===== src/rtl/pipe_pkg.sv =====
// Shared encodings for the execute stage: ALU op codes, mul/div and mfhi/mflo
// selects, engine states and the datapath width.
package pipe_pkg;

    localparam int unsigned WIDTH = 32;

    // ALU op decoded on ealuc[2:0]; ealuc[3] only separates srl from sra.
    localparam logic [2:0] ALU_ADD = 3'b000;
    localparam logic [2:0] ALU_SUB = 3'b100;
    localparam logic [2:0] ALU_AND = 3'b001;
    localparam logic [2:0] ALU_OR  = 3'b101;
    localparam logic [2:0] ALU_XOR = 3'b010;
    localparam logic [2:0] ALU_LUI = 3'b110;
    localparam logic [2:0] ALU_SLL = 3'b011;
    localparam logic [2:0] ALU_SRX = 3'b111;

    typedef enum logic [1:0] {MD_NONE, MD_MULT, MD_DIV, MD_RSVD} muldiv_e;
    typedef enum logic [1:0] {MF_ALU, MF_HI, MF_LO, MF_RSVD} mfhilo_e;
    typedef enum logic [1:0] {ST_IDLE, ST_BUSY, ST_DONE} md_state_e;

    function automatic logic [WIDTH-1:0] mag(input logic [WIDTH-1:0] v);
        return v[WIDTH-1] ? -v : v;
    endfunction

endpackage


===== src/rtl/pipe_muldiv.sv =====
// Iterative 32-cycle signed multiply / divide engine owning HI and LO.
// Divide support is built only when PIPE_EXE_DIV_EN is defined.
module pipe_muldiv import pipe_pkg::*; (
    input  logic             clock,
    input  logic             resetn,
    input  logic             bubble_i,
    input  logic [1:0]       muldiv_i,
    input  logic [WIDTH-1:0] a_i,
    input  logic [WIDTH-1:0] b_i,
    output logic [WIDTH-1:0] hi_o,
    output logic [WIDTH-1:0] lo_o,
    output logic             stall_o,
    output logic             busy_o
);
    md_state_e        state_q;
    logic [4:0]       cnt_q;
    logic [WIDTH-1:0] a_q, hi_q, lo_q;
    logic             neg_q;
    logic [63:0]      prod_q;
    muldiv_e          op;
    logic             go, go_div;
    logic [WIDTH-1:0] md, hi_d, lo_d;
    logic [32:0]      sum;
    logic [63:0]      mul_nxt, mul_res, step;
`ifdef PIPE_EXE_DIV_EN
    logic             div_q;
    logic [WIDTH-1:0] b_q, quo, rem;
    logic [32:0]      trial;
    logic [63:0]      div_nxt;
`endif

    assign op = muldiv_e'(muldiv_i);

    // prod_q holds {acc, multiplier} for mult and {remainder, quotient} for div,
    // both on magnitudes; signs are applied once on the final iteration.
    always_comb begin
        go_div = 1'b0;
`ifdef PIPE_EXE_DIV_EN
        go_div = (op == MD_DIV);
`endif
        go      = resetn && !bubble_i && ((op == MD_MULT) || go_div);
        md      = mag(a_q);
`ifdef PIPE_EXE_DIV_EN
        if (div_q) md = mag(b_q);
`endif
        sum     = {1'b0, prod_q[63:32]} + {1'b0, md};
        mul_nxt = prod_q[0] ? {sum, prod_q[31:1]} : {1'b0, prod_q[63:1]};
        mul_res = neg_q ? -mul_nxt : mul_nxt;
        step    = mul_nxt;
        hi_d    = mul_res[63:32];
        lo_d    = mul_res[31:0];
`ifdef PIPE_EXE_DIV_EN
        trial   = prod_q[63:31] - {1'b0, md};
        div_nxt = trial[32] ? {prod_q[62:0], 1'b0} : {trial[31:0], prod_q[30:0], 1'b1};
        quo     = div_nxt[31:0];
        rem     = div_nxt[63:32];
        if (div_q) begin
            step = div_nxt;
            if (b_q == '0) begin
                hi_d = a_q;
                lo_d = '1;
            end else begin
                hi_d = a_q[WIDTH-1] ? -rem : rem;
                lo_d = neg_q ? -quo : quo;
            end
        end
`endif
    end

    always_ff @(posedge clock or negedge resetn) begin
        if (!resetn) begin
            state_q <= ST_IDLE;
            cnt_q   <= '0;
            a_q     <= '0;
            neg_q   <= 1'b0;
            prod_q  <= '0;
            hi_q    <= '0;
            lo_q    <= '0;
`ifdef PIPE_EXE_DIV_EN
            div_q   <= 1'b0;
            b_q     <= '0;
`endif
        end else begin
            case (state_q)
                ST_IDLE: if (go) begin
                    state_q <= ST_BUSY;
                    cnt_q   <= '0;
                    a_q     <= a_i;
                    neg_q   <= a_i[WIDTH-1] ^ b_i[WIDTH-1];
                    prod_q  <= {32'b0, mag(b_i)};
`ifdef PIPE_EXE_DIV_EN
                    b_q     <= b_i;
                    div_q   <= go_div;
                    if (go_div) prod_q <= {32'b0, mag(a_i)};
`endif
                end
                ST_BUSY: begin
                    prod_q <= step;
                    cnt_q  <= cnt_q + 5'd1;
                    if (cnt_q == 5'd31) begin
                        state_q <= ST_DONE;
                        hi_q    <= hi_d;
                        lo_q    <= lo_d;
                    end
                end
                default: state_q <= ST_IDLE;
            endcase
        end
    end

    assign stall_o = ((state_q == ST_IDLE) && go) || (state_q == ST_BUSY);
    assign busy_o  = (state_q != ST_IDLE);
    assign hi_o    = hi_q;
    assign lo_o    = lo_q;

endmodule


===== src/rtl/pipe_exe_stage.sv =====
// Execute stage: operand select, combinational ALU, result mux and the
// iterative mul/div engine. Define PIPE_EXE_DIV_EN to enable signed divide.
module pipe_exe_stage import pipe_pkg::*; (
    input  logic             clock,
    input  logic             resetn,
    input  logic             ebubble,
    input  logic [WIDTH-1:0] ea,
    input  logic [WIDTH-1:0] eb,
    input  logic [WIDTH-1:0] eimm,
    input  logic [WIDTH-1:0] esa,
    input  logic [WIDTH-1:0] epc4,
    input  logic [3:0]       ealuc,
    input  logic             ealuimm,
    input  logic             eshift,
    input  logic             ejal,
    input  logic [1:0]       emuldiv,
    input  logic [1:0]       emfhilo,
    output logic [WIDTH-1:0] ealu,
    output logic             estall,
    output logic             ebusy
);
    logic [WIDTH-1:0] opa, opb, alu_r, hi, lo;
    logic signed [WIDTH-1:0] opb_s;
    mfhilo_e mf;

    pipe_muldiv u_muldiv (
        .clock    (clock),
        .resetn   (resetn),
        .bubble_i (ebubble),
        .muldiv_i (emuldiv),
        .a_i      (ea),
        .b_i      (eb),
        .hi_o     (hi),
        .lo_o     (lo),
        .stall_o  (estall),
        .busy_o   (ebusy)
    );

    assign opa   = eshift ? esa : ea;
    assign opb   = ealuimm ? eimm : eb;
    assign opb_s = opb;
    assign mf    = mfhilo_e'(emfhilo);

    always_comb begin
        alu_r = '0;
        case (ealuc[2:0])
            ALU_ADD: alu_r = opa + opb;
            ALU_SUB: alu_r = opa - opb;
            ALU_AND: alu_r = opa & opb;
            ALU_OR:  alu_r = opa | opb;
            ALU_XOR: alu_r = opa ^ opb;
            ALU_LUI: alu_r = opb << 16;
            ALU_SLL: alu_r = opb << opa[4:0];
            ALU_SRX: alu_r = ealuc[3] ? WIDTH'(opb_s >>> opa[4:0]) : (opb >> opa[4:0]);
            default: alu_r = '0;
        endcase
    end

    always_comb begin
        if (ejal)             ealu = epc4 + 32'd4;
        else if (mf == MF_HI) ealu = hi;
        else if (mf == MF_LO) ealu = lo;
        else                  ealu = alu_r;
    end

endmodule


===== config.mk =====
export PLATFORM = sky130hd
export DESIGN_NAME = pipe_exe_stage
export DESIGN_NICKNAME = d
export VERILOG_FILES = /design/src/rtl/pipe_pkg.sv /design/src/rtl/pipe_muldiv.sv /design/src/rtl/pipe_exe_stage.sv
export SDC_FILE = /design/constraint.sdc
export NUM_CORES = 1
export LEC_CHECK = 0
export CORE_MARGIN = 1.5
export CORE_UTILIZATION = 45
export CTS_CLUSTER_SIZE = 30
export DETAILED_ROUTE_END_ITERATION = 16
export PLACE_DENSITY_LB_ADDON = 0.3
export SYNTH_ARGS = -nofsm -noshare
export SYNTH_HDL_FRONTEND = slang
export SYNTH_SLANG_ARGS = --single-unit

===== constraint.sdc =====
create_clock -name clock -period 6.95 [get_ports clock]
set_clock_uncertainty 0.2 [all_clocks]
set_input_delay 1.0425 -clock clock [delete_from_list [all_inputs] [get_ports clock]]
set_output_delay 1.0425 -clock clock [all_outputs]
set_load 0.02 [all_outputs]

Yosys cells after proc, flatten, opt, wreduce, memory -nomap -nowiden
Cells that the tools add are included.
Word-level totals
  ROM bits: 0
  memories kept: 0
  bits of input ports: 174
  bits in writable memories: 0
  output and inout bits: 34
  logic and storage cells: 67
  latch bits: 0
  register bits after elaboration: 168
Cells by class
  shift-type cells: 3
  add/subtract/negate cells: 8
  div/mod/pow operators: 0
  mux-type cells: 18
  bitwise operators: 4
  equality and inequality tests: 14
  multiply operators: 0
  reduce and logical (&&, ||, !) cells: 13
  $lt $le $gt $ge: 0
Operators with widths (number)
  32-bit two-way mux: 8
  32-bit one-hot mux with 8 select lines: 1
  64-bit two-way mux: 3
  64-bit one-hot mux with 2 select lines: 1
  32-bit negation: 2
  64-bit negation: 1
  32-bit by 32-bit adder with 33-bit output: 1
  32-bit by 3-bit adder with 32-bit output, second input constant: 1
  32-bit adder: 1
  32-bit AND: 1
  32-bit bitwise OR: 1
  32-bit by 5-bit left shift with 32-bit output: 1
  32-bit by 5-bit right shift with 32-bit output: 1
  32-bit by 5-bit >>> shifter with 32-bit output: 1
  32-bit subtractor: 1
  32-bit XOR: 1
  3-bit == test, second input constant: 4
  5-bit one-hot mux with 2 select lines: 1
  2-bit AND reduction: 4
  2-bit by 1-bit == test with 1-bit output, second input constant: 3
  3-bit by 2-bit == test with 1-bit output, second input constant: 2
  5-bit by 1-bit adder with 5-bit output, second input constant: 1
  5-bit == test, second input constant: 1
  5-bit two-way mux: 1
  12 further kinds: 17

Longest topological paths before layout
  word-level depth: 7
  mapped depth: 23
  gate-level depth less buffers: 22

Modules after synthesis
Synthesis repeated with hierarchy kept, for this count alone.
Second synthesis, totals
  cell total of the unflattened synthesis: 2850
  area, all modules: 22191.3 um^2
Modules (own cells, without submodules)
  pipe_muldiv: area an instance 11616.1 um^2, times used 1, cells an instance 1310, sequential area each 4204.0 um^2
  pipe_exe_stage: area an instance 10575.1 um^2, times used 1, cells an instance 1540, sequential area each 0.0 um^2

Worst setup path after synthesis
Ideal clock, no wire load.
  path kind: in2out
  start point: in eshift
  end point: out ealu[28]
  path slack: -0.354 ns
  arrival: 6.062 ns
  path buffers: 5
  required time: 5.707 ns
  stages: 20
  cell sequence: clkbuf_1 > mux2i_1 > buf_2 > buf_1 > clkbuf_1 > clkbuf_1 > ha_1 > inv_1 > fa_1 > a211oi_1 > o21ai_0 > a31oi_1 > o211ai_1 > a31oi_1 > o21ai_0 > a311o_1 > a21oi_1 > xnor2_1 > a221oi_1 > o21ai_0
Between the ends
  cells in the longest elaborated chain, start to end: 7
  elaborated cells on any way between the ends: 14
  those cells by class: add/sub (2); shift (3); mux (6); bitwise (3)
Ends and longest elaborated chain
  start: declaration: RTL line pipe_exe_stage.sv:14  | input logic eshift,
  32-bit two-way mux (*): RTL line pipe_exe_stage.sv:39  | assign opa = eshift ? esa : ea;
  branches (longest 2 deep; another with 32-bit subtractor)
  32-bit one-hot mux with 8 select lines (*): RTL line pipe_exe_stage.sv:46  | case (ealuc[2:0])
  32-bit two-way mux (*): RTL line pipe_exe_stage.sv:62  | else if (mf == MF_LO) ealu = lo;
  32-bit two-way mux (*): RTL line pipe_exe_stage.sv:61  | else if (mf == MF_HI) ealu = hi;
  32-bit two-way mux (*): RTL line pipe_exe_stage.sv:60  | if (ejal) ealu = epc4 + 32'd4;
  end: declaration: RTL line pipe_exe_stage.sv:18  | output logic [WIDTH-1:0] ealu,
Mark *: on every way between the ends.

Worst setup path after layout
  start point: in eb[10]
  end point: out ealu[26]
Between the ends
  cells in the longest elaborated chain, start to end: 7
  elaborated cells on any way between the ends: 11
  those cells by class: add/sub (2); shift (3); mux (6)
Ends and longest elaborated chain
  start: declaration: RTL line pipe_exe_stage.sv:8  | input logic [WIDTH-1:0] eb,
  32-bit two-way mux (*): RTL line pipe_exe_stage.sv:40  | assign opb = ealuimm ? eimm : eb;
  branches (longest 2 deep; another with 32-bit subtractor)
  32-bit one-hot mux with 8 select lines (*): RTL line pipe_exe_stage.sv:46
  32-bit two-way mux (*): RTL line pipe_exe_stage.sv:62
  32-bit two-way mux (*): RTL line pipe_exe_stage.sv:61
  32-bit two-way mux (*): RTL line pipe_exe_stage.sv:60
Marks and branches as above.

==> run_results.csv <==
group,metric,value,unit
run_status,outcome,"finished, final reports clean",
cells_and_area,layout-drive-gt1-share,17.00,%
grt,grt_pass1_vias,24420,
clock_network,clk_pin_slew,70,ps
grt,grt_max_degree,130,
synth,synthArstFlopShare,100.0,%
clock_network,numCtsBuffers,17,
clock_network,max-clock-path-buffers,2,
cells_and_area,area_growth,30.44,%
job,cap_violations,0,
timing,worstMarginPinSlew,1173,ps
worst_setup_path,cp.required,5710,ps
worst_setup_path,crit_type,"input pin to primary output",
worst_setup_path,startpoint_type,"input pin",
detailed_routing,drc_errors,0,
synth,synth_fp_nets,3205,
worst_setup_path,critPathLaunch,"eb[10]",
pwr,vdd_drop_max,0.4211,mV
detailed_routing,drt_iter0_drc,3498,
synth,ys_seq_area_share,19.95,%
grt,grt_pass1_wl,156900,um
pwr,power_density,334.8,mW/mm2
worst_setup_path,crit_arrival,5680,ps
placement,portBuffers,207,
timing,rsz0062_at_grt,"yes",
grt,antenna_found_initial,7,
die,die_area,0.04814,mm2
cells_and_area,nFillCells,4249,
cells_and_area,final_cell_mix,"438 x nand2_1, 401 x buf_4, 271 x o21ai_0, 219 x nor2_1, 177 x a21oi_1",
die,start_util,45.46,%
grt,grtUsageTotal,44.50,%
synth,syn_area,0.02107,mm2
placement,place_area,0.02628,mm2
placement,routabilityCongestion,1.143,
synth,synth-main-ff-cell,"dfrtp_1",
worst_hold_path,min-delay-start,"u_muldiv.lo_o[0]",
die,core,0.04636,mm2
clock_network,htree_levels,4,
detailed_routing,via_per_inst,6.465,
synth,syn_avg_cell_area,7.289,um2
worst_setup_path,timing.critical_path.mode_cell,"buf_4",
pwr,leakagePower,12.41,nW
worst_setup_path,path_cells,"clkdlybuf4s50_1 > mux2i_1 > buf_4 > inv_1 > nor4_4 > nand2_1 > o21ai_2 > xnor2_1 > ha_1 > a21o_1 > inv_1 > o211ai_1 > a31oi_1 > buf_4 > o21ai_2 > buf_4 > a31oi_1 > buf_4 > a31oi_1 > a21oi_1 > dlygate4sd2_1",
synth,post_synth_num_cell_types,84,
worst_hold_path,hp-class,"flip-flop to flip-flop",
clock_network,cts_tree,"built",
cells_and_area,final_common_cell,"nand2_1",
clock_network,insertion_delay,480,ps
synth,synth_cells,2891,
worst_setup_path,path_delay_family,"buffers and inverters",
timing,min_period_over_period,99.61,%
timing,slew_violations,0,
cells_and_area,layout.nets,3654,
grt,overflow,0,
clock_network,clkSinkCount,168,
worst_setup_path,max_stage_delay,520,ps
detailed_routing,wirelength,108900,um
synth,synth-seq-cells,168,
timing,fmax,144.5,MHz
synth,yosysWarnings,0,
worst_setup_path,r2r-start,"u_muldiv.a_q[1]",
detailed_routing,postRouteAntennaNets,0,
placement,dpl.hpwl,85680,um
worst_setup_path,path_max_fanout,6,
timing,tns,0,ps
timing,period_needed,6923,ps
die,rows,79,
timing,finalHoldViolCount,0,
detailed_routing,wire_per_inst,27.47,um
cells_and_area,final_area,0.02749,mm2
die,die_w,219.4,um
timing,slew_headroom,21.82,%
pwr,power.total,9.203,mW
clock_network,clock-root-buffer,"clkbuf_16",
timing,setup_viol,0,
die,die_y,219.4,um
detailed_routing,vias,25620,
worst_setup_path,endpoint_kind,"primary output",
die,io_pins,208,
synth,synth_enable_flop_cells,0,
detailed_routing,drt_pass1_iterations,6,
worst_setup_path,cp_slowest_cell,"clkdlybuf4s50_1",
worst_setup_path,worst-path-buf-inv,8,
worst register-to-register path, cell delays in order, from the launching register on:
cell       delay [ps]
dfrtp_1           360
inv_1             190
ha_1              210
nand2_1            70
or3_1             360
nand2b_1          210
nand2b_1          250
o31ai_1           600
nand2_1           140
xor2_1            370
ha_1              380
a21oi_1           280
o21ai_0           190
a22o_1            210
a311oi_1          410
mux2i_1           210
a2111oi_4         460
nand4_1           140
o41ai_1           340
xor2_1            240
o21ai_1            80
final cells by class:
| class | instances | area [um2] | area share (%) |
|---|---|---|---|
| antenna | 3 | 7.507 | 0.02731 |
| clock buffer | 17 | 425.4 | 1.548 |
| clock inverter | 15 | 220.2 | 0.8012 |
| inverter | 111 | 419.2 | 1.525 |
| multi-input combinational | 2430 | 16260 | 59.15 |
| sequential | 168 | 4207 | 15.30 |
| tap | 607 | 759.5 | 2.763 |
| timing repair buffer | 612 | 5189 | 18.88 |
synthesized netlist by cell type, drive strengths merged, types with 24 or more instances:
cell,instances,area share [%]
a211oi,56,2.0
a21oi,184,4.4
a22oi,37,1.3
a31oi,30,0.89
buf,28,0.55
clkbuf,154,2.7
dfrtp,168,20
ha,138,8.2
inv,107,1.9
mux2i,175,8.3
nand2,443,7.9
nand2b,34,1.0
nand3,62,1.5
nor2,225,4.0
nor3,47,1.1
o211ai,30,1.1
o21a,24,0.85
o21ai,313,7.5
o221ai,27,1.1
o22ai,31,0.92
o31ai,37,1.3
xnor2,116,4.8
xor2,97,4.0
power breakdown:
| group | internal (mW) | switching, mW |
|---|---|---|
| Combinational | 2.45 | 3.91 |
| Clock | 0.530 | 0.506 |
| Sequential | 1.31 | 0.506 |
| Total | 4.28 | 4.92 |
repair_timing:
action                                  4_1_cts  5_1_grt
endpoints found under the setup margin       22       22
setup buffers                                 8        8
hold buffers                                  0        0
pin swaps                                    20       28
gates resized for setup                     112       62
registers in the layout (all words and copies together) (netlist names):
signal / count
u_muldiv.neg_q: 1
u_muldiv.lo_o: 32
u_muldiv.hi_o: 32
u_muldiv.state_q: 2
u_muldiv.a_q: 32
u_muldiv.prod_q: 64
u_muldiv.cnt_q: 5
cells by family (layout without fill, tap and decap cells):
kind of cell / after synthesis / after routing / share of synthesized area, %
flops: 168 / 168 / 19.95
fa+ha+maj: 140 / 140 / 8.384
xor+xnor: 213 / 213 / 8.853
buf+inv: 293 / 755 / 5.273
compound gates: 931 / 931 / 28.22
mux: 181 / 181 / 8.740
simple gates: 965 / 965 / 20.59
other cells: 0 / 3 / 0
final timing paths:
| kind | slack (ps) | endpoint | cells past startpoint |
|---|---|---|---|
| setup / recovery | 30 | ealu[26] | 21 |
| hold / removal | 290 | u_muldiv.lo_o[0] | 2 |
| setup reg to reg | 900 | u_muldiv.hi_o[31] | 20 |
| hold reg to reg | 290 | u_muldiv.lo_o[0] | 2 |
| max in group asynchronous | 4160 | u_muldiv.hi_o[18] | 3 |
| min in group asynchronous | 310 | u_muldiv.prod_q[52] | 1 |
metal layers:
layer  wire [um]  vias to the layer above  share of wire, %  GRT usage (%)
met3       10490                      430               9.6          10.33
li1            -                    11400                 -              -
met2       48620                     1431                45          70.62
met1       40970                    12360                38          53.53
met4        8746                        6               8.0          29.91
met5          42                        -             0.039              0
metrics by stage:
stage                     hold slack [ps]  worst slack (ps)  util [%]  std cells
final                               286.5             27.22     59.29       3963
after global routing                303.6            -40.61     59.28       3961
after CTS                           283.1             3.297     58.65       3952
after detailed placement            266.3            -987.6     56.69       3912
after global placement              255.9             -1047     56.69       3912
after floorplan                     241.3            -68.99         -       2891
Note: power is estimated with default switching activity, not from simulation.
